[src/rtl/mp_add_seq.sv]
// Multi-precision add/subtract sequencer driving one shared W-bit adder.
// Operands are consumed least-significant word first, one word per clock.
module mp_add_seq #(
    parameter int W     = 16,
    parameter int WORDS = 4
) (
    input  logic                 clk,
    input  logic                 rst,
    input  logic                 start,
    input  logic                 op_sub,
    input  logic [W*WORDS-1:0]   a,
    input  logic [W*WORDS-1:0]   b,
    output logic                 busy,
    output logic                 done,
    output logic [W*WORDS-1:0]   sum,
    output logic                 cout,
    output logic                 ovf,
    output logic [W-1:0]         add_a,
    output logic [W-1:0]         add_b,
    output logic                 add_ci,
    input  logic [W-1:0]         add_s,
    input  logic                 add_co
);
    localparam int N  = W * WORDS;
    localparam int IW = $clog2(WORDS);

    typedef enum logic [1:0] {IDLE, RUN, DONE} state_t;

    state_t          state_q;
    logic [IW-1:0]   idx_q;
    logic [IW-1:0]   idx_d;
    logic            carry_q;
    logic [N-1:0]    a_q;
    logic [N-1:0]    b_q;
    logic [N-1:0]    sum_q;
    logic            cout_q;
    logic            ovf_q;
    logic            last;
    logic            ovf_d;

    assign last  = (idx_q == IW'(WORDS - 1));
    assign idx_d = last ? '0 : idx_q + 1'b1;
    // Sign of the top word of the result decides overflow on the final word.
    assign ovf_d = (a_q[N-1] == b_q[N-1]) && (add_s[W-1] != a_q[N-1]);

    always_comb begin
        add_a  = '0;
        add_b  = '0;
        add_ci = 1'b0;
        if (state_q == RUN) begin
            add_a  = a_q[idx_q*W +: W];
            add_b  = b_q[idx_q*W +: W];
            add_ci = carry_q;
        end
    end

    always_ff @(posedge clk or posedge rst) begin
        if (rst) begin
            state_q <= IDLE;
            idx_q   <= '0;
            carry_q <= 1'b0;
            a_q     <= '0;
            b_q     <= '0;
            sum_q   <= '0;
            cout_q  <= 1'b0;
            ovf_q   <= 1'b0;
        end else begin
            unique case (state_q)
                IDLE: begin
                    if (start) begin
                        a_q     <= a;
                        b_q     <= op_sub ? ~b : b;
                        carry_q <= op_sub;
                        idx_q   <= '0;
                        sum_q   <= '0;
                        state_q <= RUN;
                    end
                end
                RUN: begin
                    sum_q[idx_q*W +: W] <= add_s;
                    carry_q <= add_co;
                    idx_q   <= idx_d;
                    if (last) begin
                        cout_q  <= add_co;
                        ovf_q   <= ovf_d;
                        state_q <= DONE;
                    end
                end
                DONE: state_q <= IDLE;
                default: state_q <= IDLE;
            endcase
        end
    end

    assign busy = (state_q != IDLE);
    assign done = (state_q == DONE);
    assign sum  = sum_q;
    assign cout = cout_q;
    assign ovf  = ovf_q;

endmodule

[config.mk]
export PLATFORM = sky130hd
export DESIGN_NAME = mp_add_seq
export DESIGN_NICKNAME = d
export VERILOG_FILES = /design/src/rtl/mp_add_seq.sv
export SDC_FILE = /design/constraint.sdc
export NUM_CORES = 1
export LEC_CHECK = 0
export BUFFER_PORTS_ARGS = -buffer_cell sky130_fd_sc_hd__buf_2
export CAP_MARGIN = 20
export CORE_AREA = 2 2 140 142
export CTS_BUF_LIST = sky130_fd_sc_hd__clkbuf_4 sky130_fd_sc_hd__clkbuf_8
export CTS_CLUSTER_DIAMETER = 40
export DETAILED_ROUTE_END_ITERATION = 16
export DIE_AREA = 0 0 142 144
export PLACE_DENSITY = 0.76
export SYNTH_ARGS = -nofsm -noshare
export SYNTH_HDL_FRONTEND = slang
export SYNTH_SLANG_ARGS = --single-unit
[constraint.sdc]
create_clock -name clk -period 8.16 [get_ports clk]
set_input_delay 0.816 -clock clk [delete_from_list [all_inputs] [get_ports clk]]
set_output_delay 0.816 -clock clk [all_outputs]
set_load 0.02 [all_outputs]
; ---- Yosys cells after proc, flatten, opt, wreduce, memory -nomap -nowiden
; Cells that the tools add are included.
[classes]
bitwise_logic = 1
addsub = 2
n_reduce_logical = 8
shift = 4
eq_ne = 7
mux = 15
[op_table]
columns = cell, n
row1 = 2-to-1 mux 64 bit, 2
row2 = one-hot mux 64 bit (2 select lines), 1
row3 = variable part select 64 x 7 -> 16 bit, 2
row4 = bitwise mux 64 bit, 1
row5 = NOT 64 bit, 1
row6 = variable shift 16 x 34 -> 64 bit (first input constant), 1
row7 = variable part select 16 x 34 -> 64 bit, 1
row8 = negation 6 -> 34 bit, 1
row9 = 2-to-1 mux 16 bit, 2
row10 = 2-to-1 mux 2 bit, 4
row11 = one-hot mux 2 bit (2 select lines), 2
row12 = AND reduction 2 bit, 4
row13 = equality test 2 bit (second input constant), 2
row14 = inequality test 2 bit (second input constant), 2
row15 = nonzero test 2 bit, 2
row16 = adder 2 x 1 -> 2 bit (second input constant), 1
row17 = equality test 2 x 1 -> 1 bit (second input constant), 1
row18 = logical NOT 2 bit, 1
row19 = 2-to-1 mux 1 bit, 2
row20 = one-hot mux 1 bit (2 select lines), 1
row21 = equality test 1 bit, 1
row22 = logical AND 1 bit, 1
row23 = inequality test 1 bit, 1
[totals]
register_bits = 199
output_inout_bits = 101
wordCells = 45

; ---- Longest topological paths before layout
[logic_depth]
word_depth = 4
ltp_mapped = 8
mapped_depth_nobuf = 5

; ---- Worst setup path after synthesis
; Ideal clock, no wire load.
[synth_path]
path_kind = flip-flop to output port
start = register idx_q[0]
end = output port add_a[10]
required_ns = 7.344
slack_ns = 5.634
path_stages_with_launch = 5
t_arrival_ns = 1.710
path_cell_list = dfrtp_1 buf_2 buf_4 mux4_2 and2_1
[synth_via]
elab_chain_cells = 2
[synth_rtl]
columns = element, line_no
row1 = start: declaration, 30  ; logic [IW-1:0] idx_q;
row2 = start signal: assignment, 82  ; idx_q <= idx_d;
row3 = variable part select 64 x 7 -> 16 bit, 51  ; add_a = a_q[idx_q*W +: W];
row4 = 2-to-1 mux 16 bit, 50  ; if (state_q == RUN) begin
row5 = end: declaration, 18  ; output logic [W-1:0] add_a,
; No other way between the ends.

; ---- Worst setup path in the final report
[layout_path]
start = register idx_q[0]
end = output port add_b[0]
[layout_via]
elab_chain_cells = 2
[layout_rtl]
columns = element, line_no
row1 = variable part select 64 x 7 -> 16 bit, 52  ; add_b = b_q[idx_q*W +: W];
row2 = 2-to-1 mux 16 bit, 50
row3 = end: declaration, 19  ; output logic [W-1:0] add_b,
; No other way between the ends.

==> impl_metrics.json <==
{
  "nNetsFinal": 1059,
  "grtUsageTotal": 0.200,
  "fill_cells": 1592,
  "fp.dieH_um": 144,
  "syn_nets": 836,
  "cts.path.max_buffers": 2,
  "synth_top_area_frac": 0.535,
  "grt_pass1_vias": 5978,
  "cts_resized": 0,
  "multiInputGateArea_sq_um": 3920,
  "worstPathRequired_ns": 7.34,
  "core_sq_um": 19100,
  "hold_class": "reg2reg",
  "clkSlewWorstSetupHoldPaths_ns": 0.11,
  "synth-seq-cells": 199,
  "setup_viol": 0,
  "worstSetupStartpointType": "flip-flop",
  "power_leakage_nw": 5.50,
  "h-tree-depth": 4,
  "die_area_sq_um": 20400,
  "fin_cells": 1156,
  "io_pins": 250,
  "final-seq-area_sq_um": 4980,
  "ys_top_cells_by_area": "dfrtp_1, mux2_4, mux4_2",
  "root_buffer": "clkbuf_8",
  "synth_seq_area_share": 0.535,
  "die_w_um": 142,
  "p_per_area_nw_per_um2": 385,
  "synth_cells": 681,
  "viasPerCell": 5.29,
  "dp_cells": 1121,
  "skew_ns": 0.0221,
  "drive_gt1_frac": 0.432,
  "path_max_fanout": 30,
  "period_minus_slack_ns": 3.47,
  "drv_cap": 0,
  "end_kind": "primary output",
  "fin_setup_tns_ns": 0,
  "drtPass1Iterations": 4,
  "clk_latency_ns": 0.47,
  "totalWireLength_um": 20700,
  "tightest_slew_ns": 1.01,
  "cp_data_arrival_time_ns": 2.66,
  "synth.distinct_cells": 36,
  "gp_congestion": 0.764,
  "grt_max_degree": 134,
  "syn_area_sq_um": 9310,
  "avgRoutedWirePerCell_um": 17.9,
  "slew_headroom": 0.324,
  "antenna_found_initial": 1,
  "initial_utilization": 0.488,
  "fmax_mhz": 288,
  "crit_type": "reg2out",
  "period_share": 0.425,
  "io_buffer_count": 249,
  "vias": 6116,
  "drt_iter0_markers": 174,
  "grt_pass1_wl_um": 31700,
  "synth_area_leader_cell": "dfrtp_1",
  "numCtsBuffers": 17,
  "rsz0062_at_grt": "false",
  "grt_overflow": 0,
  "row_count": 51,
  "syn_avg_cell_area_sq_um": 13.7,
  "ant_nets": 0,
  "finalHoldViolations": 0,
  "post-cts-setup-buffers": 0,
  "syn_to_final_growth_pct": 18.1,
  "yosys_warnings": 0,
  "drc": 0,
  "cts_tree": "built",
  "status": "complete, no violations",
  "clock_sinks": 199,
  "vdd_ir_drop_max_v": 0.000166,
  "ctsHoldBuffers": 0,
  "slew_violations": 0,
  "dp_hpwl_um": 14100
}
==> worst max-delay path: stages (launching register included) <==
cell and delay (ns):
dfrtp_2 0.67, buf_4 0.58, mux4_2 0.59, and2_1 0.19, buf_2 0.16
==> synthesized netlist by cell type <==
cell and instances:
nor4b_4 1, a21oi_1 1, or3b_1 1, buf_6 7
o21ai_1 59, nand2_1 71, or3b_2 1, buf_12 7
clkbuf_1 20, a221o_1 1, buf_8 1, buf_2 6
a21o_1 4, nor2_1 1, o21ai_0 6, o31ai_1 2
dfrtp_1 199, nor3_2 1, or2_2 1, mux2_2 1
mux2_4 64, ha_1 6, nor2b_1 2, nand3_1 1
a31oi_1 1, and2_1 34, a22o_1 64, nand2b_1 3
mux4_2 32, and3_1 1, inv_1 4, nand3b_1 1
nor4_4 2, buf_4 6, xnor2_1 64, buf_1 5
==> cell type report <==
type / count / area share
Tap cell: 238 / 0.0271
Inverter: 4 / 0.00205
Multi-Input combinational cell: 426 / 0.356
Timing Repair Buffer: 256 / 0.122
Antenna cell: 1 / 0.000228
Clock inverter: 15 / 0.0181
Clock buffer: 17 / 0.0213
Sequential cell: 199 / 0.453
==> power by group <==
group	total, mW	internal, mW	switching (mW)
logic	1.90	0.951	0.945
registers	1.68	1.39	0.287
clock network	0.653	0.243	0.410
==> final timing paths <==
| check | startpoint | endpoint | slack (ns) | cells past startpoint |
|---|---|---|---|---|
| min | b_q[59] | b_q[59] | 0.49 | 2 |
| max in group asynchronous | rst | idx_q[0] | 6.12 | 3 |
| min reg2reg | b_q[59] | b_q[59] | 0.49 | 2 |
| max | idx_q[0] | add_b[0] | 4.69 | 4 |
| max reg2reg | idx_q[0] | sum[23] | 4.96 | 6 |
| min in group asynchronous | rst | a_q[18] | 0.53 | 2 |
==> stage by stage <==
stage | hold WS (ns) | worst slack (ns) | utilization | instance area, sq um | power, mW
2_1_floorplan | 0.445 | 1.92 | - | 9310 | 3.14
6_report | 0.490 | 4.69 | 0.576 | 11000 | 4.23
3_5_place_dp | 0.468 | 4.84 | 0.551 | 10500 | 3.60
3_3_place_gp | 0.460 | 4.97 | 0.551 | 10500 | 3.54
5_1_grt | 0.510 | 4.47 | 0.576 | 11000 | 4.50
4_1_cts | 0.496 | 4.57 | 0.573 | 10900 | 4.27
==> layer usage <==
metal / global-route usage / vias to the layer above / share of wire
met3: 0.0579 / 27 / 0.074
met4: 0.0705 / 0 / 0.016
met2: 0.309 / 221 / 0.45
met1: 0.272 / 3015 / 0.46
met5: 0 / - / 0
li1: - / 2853 / -
==> flip-flops by register name, summed over array words and instances, names as in the netlist <==
register,count
a_q,64
b_q,64
carry_q,1
cout,1
idx_q,2
ovf,1
state_q,2
sum,64
==> logic make-up (layout without fill, tap and decap cells) <==
kind of cell    Yosys count  count (layout)  synth area share
xor+xnor                 64              64            0.0602
fa+ha+maj                 6               6           0.00806
buf+inv                  56             292            0.0449
flops                   199             199             0.535
mux                      97              97             0.182
compound gates          138             138             0.102
simple gates            121             121            0.0680
other cells               0               1                 0
==> placed cells by master (no fill, tap or decap), types with 17 or more instances in the layout <==
cell / instances
mux2_4: 64
buf_2: 248
clkbuf_8: 17
o21ai_1: 59
mux4_2: 32
xnor2_1: 64
a22o_1: 64
and2_1: 34
nand2_1: 71
dfrtp_1: 197
Power figures use the tool's default switching activity.
